## src/rtl/dmem_arb_pkg.sv

```systemverilog
`default_nettype none
// +--------------------------------------------------------------------+
// | dmem_arb_pkg : shared types and helpers for the dmem arbiter        |
// | Rev 1.0                                                             |
// +--------------------------------------------------------------------+
package dmem_arb_pkg;

    localparam int ADDR_W = 10;
    localparam int DATA_W = 32;

    typedef enum logic {ARB, LOCKED} arb_state_t;

    localparam logic [0:0] ST_ARB    = 1'b0;
    localparam logic [0:0] ST_LOCKED = 1'b1;

    typedef struct packed {
        logic              we;
        logic [ADDR_W-1:0] addr;
        logic [DATA_W-1:0] wdata;
    } mem_req_t;

    function automatic logic [7:0] sat_inc(input logic [7:0] v, input logic [7:0] lim);
        return (v >= lim) ? lim : v + 8'd1;
    endfunction

endpackage
`default_nettype wire

```

## src/rtl/dmem_rsp_reg.sv

```systemverilog
`default_nettype none
// +--------------------------------------------------------------------+
// | dmem_rsp_reg : per-port read response capture (rvalid/rdata)        |
// | Rev 1.0                                                             |
// +--------------------------------------------------------------------+
module dmem_rsp_reg
    import dmem_arb_pkg::*;
(
    input  logic              clk,
    input  logic              rst_n,
    input  logic              cap,
    input  logic [DATA_W-1:0] mem_rdata,
    output logic              rvalid,
    output logic [DATA_W-1:0] rdata
);

    logic              rvalid_d, rvalid_q;
    logic [DATA_W-1:0] rdata_d, rdata_q;

    always_comb begin
        rvalid_d = cap;
        rdata_d  = cap ? mem_rdata : rdata_q;
    end

    always_ff @(posedge clk or negedge rst_n) begin
        if (!rst_n) begin
            rvalid_q <= 1'b0;
            rdata_q  <= '0;
        end else begin
            rvalid_q <= rvalid_d;
            rdata_q  <= rdata_d;
        end
    end

    assign rvalid = rvalid_q;
    assign rdata  = rdata_q;

endmodule
`default_nettype wire

```

## src/rtl/dmem_arbiter.sv

```systemverilog
`default_nettype none
// +--------------------------------------------------------------------+
// | dmem_arbiter : CPU/debug arbiter for a single-port data memory      |
// | Rev 1.0                                                             |
// +--------------------------------------------------------------------+
module dmem_arbiter
    import dmem_arb_pkg::*;
#(
    parameter  int DEPTH        = 1024,
    parameter  int STARVE_LIMIT = 8,
    localparam int AW           = $clog2(DEPTH)
) (
    input  logic          clk,
    input  logic          rst_n,
    input  logic          cpu_req,
    input  logic          cpu_we,
    input  logic [AW-1:0] cpu_addr,
    input  logic [31:0]   cpu_wdata,
    output logic          cpu_gnt,
    output logic          cpu_stall,
    output logic          cpu_rvalid,
    output logic [31:0]   cpu_rdata,
    input  logic          dbg_req,
    input  logic          dbg_we,
    input  logic [AW-1:0] dbg_addr,
    input  logic [31:0]   dbg_wdata,
    input  logic          dbg_lock,
    output logic          dbg_gnt,
    output logic          dbg_rvalid,
    output logic [31:0]   dbg_rdata,
    output logic          mem_we,
    output logic [AW-1:0] mem_addr,
    output logic [31:0]   mem_wdata,
    input  logic [31:0]   mem_rdata,
    output logic          locked
);

    localparam logic [7:0] C_LIMIT = 8'(STARVE_LIMIT);

    logic [0:0] state_d, state_q;
    logic [7:0] wait_cnt_d, wait_cnt_q;
    logic       w_cpu_gnt, w_dbg_gnt;

    // In ARB the CPU wins unless debug has been denied for C_LIMIT cycles.
    always_comb begin
        w_dbg_gnt = 1'b0;
        w_cpu_gnt = 1'b0;
        if (state_q == ST_LOCKED) begin
            w_dbg_gnt = dbg_req;
        end else begin
            w_dbg_gnt = dbg_req && (!cpu_req || (wait_cnt_q == C_LIMIT));
            w_cpu_gnt = cpu_req && !w_dbg_gnt;
        end
    end

    always_comb begin
        mem_we    = 1'b0;
        mem_addr  = '0;
        mem_wdata = '0;
        if (w_cpu_gnt) begin
            mem_we    = cpu_we;
            mem_addr  = cpu_addr;
            mem_wdata = cpu_wdata;
        end else if (w_dbg_gnt) begin
            mem_we    = dbg_we;
            mem_addr  = dbg_addr;
            mem_wdata = dbg_wdata;
        end
    end

    always_comb begin
        state_d = state_q;
        if (state_q == ST_ARB) begin
            if (w_dbg_gnt && dbg_lock) begin
                state_d = ST_LOCKED;
            end
        end else if (!dbg_lock) begin
            state_d = ST_ARB;
        end
    end

    always_comb begin
        wait_cnt_d = wait_cnt_q;
        if ((state_q == ST_LOCKED) || w_dbg_gnt || !dbg_req) begin
            wait_cnt_d = 8'd0;
        end else begin
            wait_cnt_d = sat_inc(wait_cnt_q, C_LIMIT);
        end
    end

    always_ff @(posedge clk or negedge rst_n) begin
        if (!rst_n) begin
            state_q    <= ST_ARB;
            wait_cnt_q <= 8'd0;
        end else begin
            state_q    <= state_d;
            wait_cnt_q <= wait_cnt_d;
        end
    end

    dmem_rsp_reg u_cpu_rsp (
        .clk       (clk),
        .rst_n     (rst_n),
        .cap       (w_cpu_gnt && !cpu_we),
        .mem_rdata (mem_rdata),
        .rvalid    (cpu_rvalid),
        .rdata     (cpu_rdata)
    );

    dmem_rsp_reg u_dbg_rsp (
        .clk       (clk),
        .rst_n     (rst_n),
        .cap       (w_dbg_gnt && !dbg_we),
        .mem_rdata (mem_rdata),
        .rvalid    (dbg_rvalid),
        .rdata     (dbg_rdata)
    );

    assign cpu_gnt   = w_cpu_gnt;
    assign dbg_gnt   = w_dbg_gnt;
    assign cpu_stall = cpu_req && !w_cpu_gnt;
    assign locked    = (state_q == ST_LOCKED);

endmodule
`default_nettype wire

```

## config.mk

```make
export PLATFORM = sky130hd
export DESIGN_NAME = dmem_arbiter
export DESIGN_NICKNAME = d
export VERILOG_FILES = /design/src/rtl/dmem_arb_pkg.sv /design/src/rtl/dmem_rsp_reg.sv /design/src/rtl/dmem_arbiter.sv
export SDC_FILE = /design/constraint.sdc
export NUM_CORES = 1
export LEC_CHECK = 0
export CAP_MARGIN = 20
export CORE_MARGIN = 8
export CORE_UTILIZATION = 37
export DETAILED_ROUTE_END_ITERATION = 10
export GPL_TIMING_DRIVEN = 0
export HOLD_SLACK_MARGIN = 0.08
export PLACE_DENSITY = 0.81
export SLEW_MARGIN = 15
export SYNTH_ARGS = -nofsm -noshare
export SYNTH_HDL_FRONTEND = slang
export SYNTH_HIERARCHICAL = 1
export SYNTH_SLANG_ARGS = --single-unit
```

## constraint.sdc

```tcl
create_clock -name clk -period 2.7 [get_ports clk]
set_input_delay 0.81 -clock clk [delete_from_list [all_inputs] [get_ports clk]]
set_output_delay 0.81 -clock clk [all_outputs]
set_load 0.1 [all_outputs]
```

==> results.sh, run 1 <==
export IMPL_rsz0062_at_grt="yes"
export IMPL_antenna_found_initial=0
export IMPL_drt_first_pass_iters=4
export IMPL_grt_ovfl_total=0
export IMPL_startpoint="dbg_req"
export IMPL_r2r_start="wait_cnt_q[1]"
export IMPL_critPathSlowestCell="and4b_4"
export IMPL_leakage_nw=3.61
export IMPL_grt_first_pass_wirelength_um=21700
export IMPL_cap_violations=0
export IMPL_critPathMostFrequentCell="buf_12"
export IMPL_wl_um=14900
export IMPL_worst_slack_ns=-0.215
export IMPL_grt_max_degree=48
export IMPL_endpoint_kind="output pin"
export IMPL_period_share_pct=108
export IMPL_root_buffer="clkbuf_8"
export IMPL_dieArea_mm2=0.0133
export IMPL_htreeDepth=3
export IMPL_post_place_ws_ns=-1.70
export IMPL_start_util_pct=37.7
export IMPL_synth_edf_count=0
export IMPL_hold_buffers=0
export IMPL_wl_per_cell_um=23.6
export IMPL_syn_area_per_cell_um2=15.9
export IMPL_cts_made_buffers=9
export IMPL_synth_distinct_cells=27
export IMPL_crit_chain="buf_2 -> and4b_4 -> buf_6 -> a21oi_4 -> buf_12 -> buf_12 -> a22o_4 -> buf_12"
export IMPL_grt_usage_pct=21.9
export IMPL_multi_input_area_mm2=0.00192
export IMPL_synth_top_area_share_pct=51.6
export IMPL_syn_inst=229
export IMPL_synth_area_top_cells="dfrtp_1, mux2_4, a22o_1"
export IMPL_clock_latency_ns=0.35
export IMPL_dpl_hpwl_um=10500
export IMPL_use_met1_pct=22.8
export IMPL_fin_nets=618
export IMPL_seqCellArea_mm2=0.00188
export IMPL_grt_pass1_vias=3586
export IMPL_synthFlopType="dfrtp_1"
export IMPL_fin_skew_ns=0.0153
export IMPL_synthesis_area_mm2=0.00363
export IMPL_whs_ns=0.385
export IMPL_io_buffers=235
export IMPL_grt_busiest_layer="met2"
export IMPL_final_util_pct=77.9
export IMPL_drive_above_1_share_pct=42.8
export IMPL_setup_viol=46
export IMPL_slew_headroom_pct=32.3
export IMPL_required_ns=1.89
export IMPL_cp_arrival_ns=2.11
export IMPL_synth_largest_area_cell="dfrtp_1"
export IMPL_clk_path_buf_depth=2
export IMPL_avgViaCountPerCell=4.88
export IMPL_final_area_mm2=0.00750
export IMPL_worstSetupStartpointType="primary input"
export IMPL_outcome="finished with violations"
export IMPL_cts_tree="done"
export IMPL_area_growth_pct=106
export IMPL_dpl_instance_area_mm2=0.00653
export IMPL_drc=0
export IMPL_place_gp_congestion=0.784
export IMPL_grt_met2_usage_pct=37.6
export IMPL_vias=3078
export IMPL_min_path_type="primary input to async pin"
export IMPL_synth_warnings=6
export IMPL_hold_violations=0
export IMPL_fmax_mhz=343
export IMPL_pin_count=236
export IMPL_violations="setup timing"
export IMPL_path_clk_slew_ns=0.09
export IMPL_ant_nets=0
export IMPL_cp_max_fo=10
export IMPL_rows=36
export IMPL_antennaDiodeCount=0
export IMPL_grtUsageMet3_pct=8.72
export IMPL_period_needed_ns=2.92
export IMPL_slowest_delay_ns=0.27
export IMPL_drtIter0Drc=129
export IMPL_ys_ff_latch=75
export IMPL_crit_buf_inv=5
export IMPL_ys_seq_area_share_pct=51.6
export IMPL_vdd_drop_max_v=0.000385
export IMPL_fillCellCount=566
export IMPL_ys_async_sr_fraction_pct=100
export IMPL_cellPowerDensity_mw_per_mm2=749
export IMPL_worst_pin_slew_ns=1.01
export IMPL_dieHeight_um=115
export IMPL_critPathTopFamily="buffers and inverters"
export IMPL_die_w_um=115
export IMPL_clock_sinks=75
export IMPL_fp_coreArea_mm2=0.00964
export IMPL_drv_slew=0
export IMPL_path_class="primary input to output pin"
## worst register-to-register path: cells and delay by family (launching register included)
kind                       cells  cell delay [ns]
buffers and inverters          5             0.66
adders and majority gates      1             0.15
DFF                            1             0.38
and+or+nand+nor                3             0.71
muxes                          1             0.32
## metal layers
layer	vias up	share of wire, %
met5	-	0
met4	0	3.4
met3	25	9.4
met2	179	49
met1	1493	38
li1	1381	-
## cell usage after synthesis (2+ instances only)
cell type	count
inv_1	5
ha_1	2
mux2_2	4
mux2_4	60
a21oi_1	2
dfrtp_1	75
a22o_1	43
nor2_1	4
and3_1	2
buf_12	6
buf_6	7
buf_2	4
## per-stage QoR
step	std cells	power [mW]	setup TNS, ns
after global placement	600	4.61	-206.07
final	631	5.62	-8.40
after detailed placement	601	4.64	-82.75
after global routing	631	5.79	-10.55
after CTS	626	5.63	-7.36
after floorplan	232	3.80	-1.20
## report_power, final
| part | internal [mW] | total [mW] | switching, mW | leakage [nW] |
|---|---|---|---|---|
| Clock | 0.345 | 0.804 | 0.459 | 0.0870 |
| Combinational | 1.09 | 3.39 | 2.31 | 2.63 |
| Sequential | 1.31 | 1.43 | 0.111 | 0.893 |
## layout by cell type, fill, tap and decap left out, drive strengths merged, types with 9 or more instances in the layout
cell type / count
clkbuf: 10
dlymetal6s2s: 34
buf: 79
mux2: 64
a22o: 45
inv: 9
dlygate4sd2: 14
clkdlybuf4s50: 138
dfrtp: 75
## area by class of cell
class | count | area share (%)
clock buffers | 9 | 1.65
inverters | 5 | 0.250
clock inverters | 7 | 0.734
multi-input cells | 136 | 25.5
flip-flops and latches | 75 | 25.0
repair buffers | 250 | 40.7
well taps | 133 | 2.22
plain buffers | 16 | 3.90
## state kept, by name, indices dropped and copies added (netlist names)
name              flops
u_cpu_rsp/rvalid      1
u_cpu_rsp/rdata      32
u_dbg_rsp/rdata      32
locked                1
wait_cnt_q            8
u_dbg_rsp/rvalid      1
## logic make-up (layout without fill, tap and decap cells)
family          count (synthesis)  after routing  synth area share, %
flops                          75             75                 51.6
other cells                     1              4                0.103
mux                            64             64                 26.0
xor+xnor                        1              1                0.241
fa+ha+maj                       2              2                0.688
simple gates                   14             14                 2.82
buf+inv                        22            287                 6.54
compound gates                 50             51                 11.9
## repair_timing
| item | CTS | global route |
|---|---|---|
| buffers inserted | 7 | 4 |
| pin swaps | 6 | 9 |
| cloned | 3 | 1 |
| endpoints found under the setup margin | 60 | 80 |
| resized for setup | 454 | 43 |
## final timing paths
kind	end	slack [ns]	cells past startpoint
max in group asynchronous	u_cpu_rsp/rdata[4]	1.75	2
max reg2reg	u_cpu_rsp/rdata[21]	0.36	10
max	mem_wdata[13]	-0.22	8
min	u_cpu_rsp/rdata[26]	0.38	1
min reg2reg	u_cpu_rsp/rdata[4]	0.51	1
min in group clk	u_cpu_rsp/rdata[4]	0.51	1
(Power assumes the default switching activity.)
==> run 2: changes to the inputs <==
--- a/config.mk
+++ b/config.mk
@@ -12,7 +12,7 @@
 export GPL_TIMING_DRIVEN = 0
 export HOLD_SLACK_MARGIN = 0.08
 export PLACE_DENSITY = 0.81
-export SLEW_MARGIN = 15
+export SLEW_MARGIN = 25
 export SYNTH_ARGS = -nofsm -noshare
 export SYNTH_HDL_FRONTEND = slang
 export SYNTH_HIERARCHICAL = 1
==> results of run 2 <==
Final layout, timing and power as in run 1 (identical DEF).
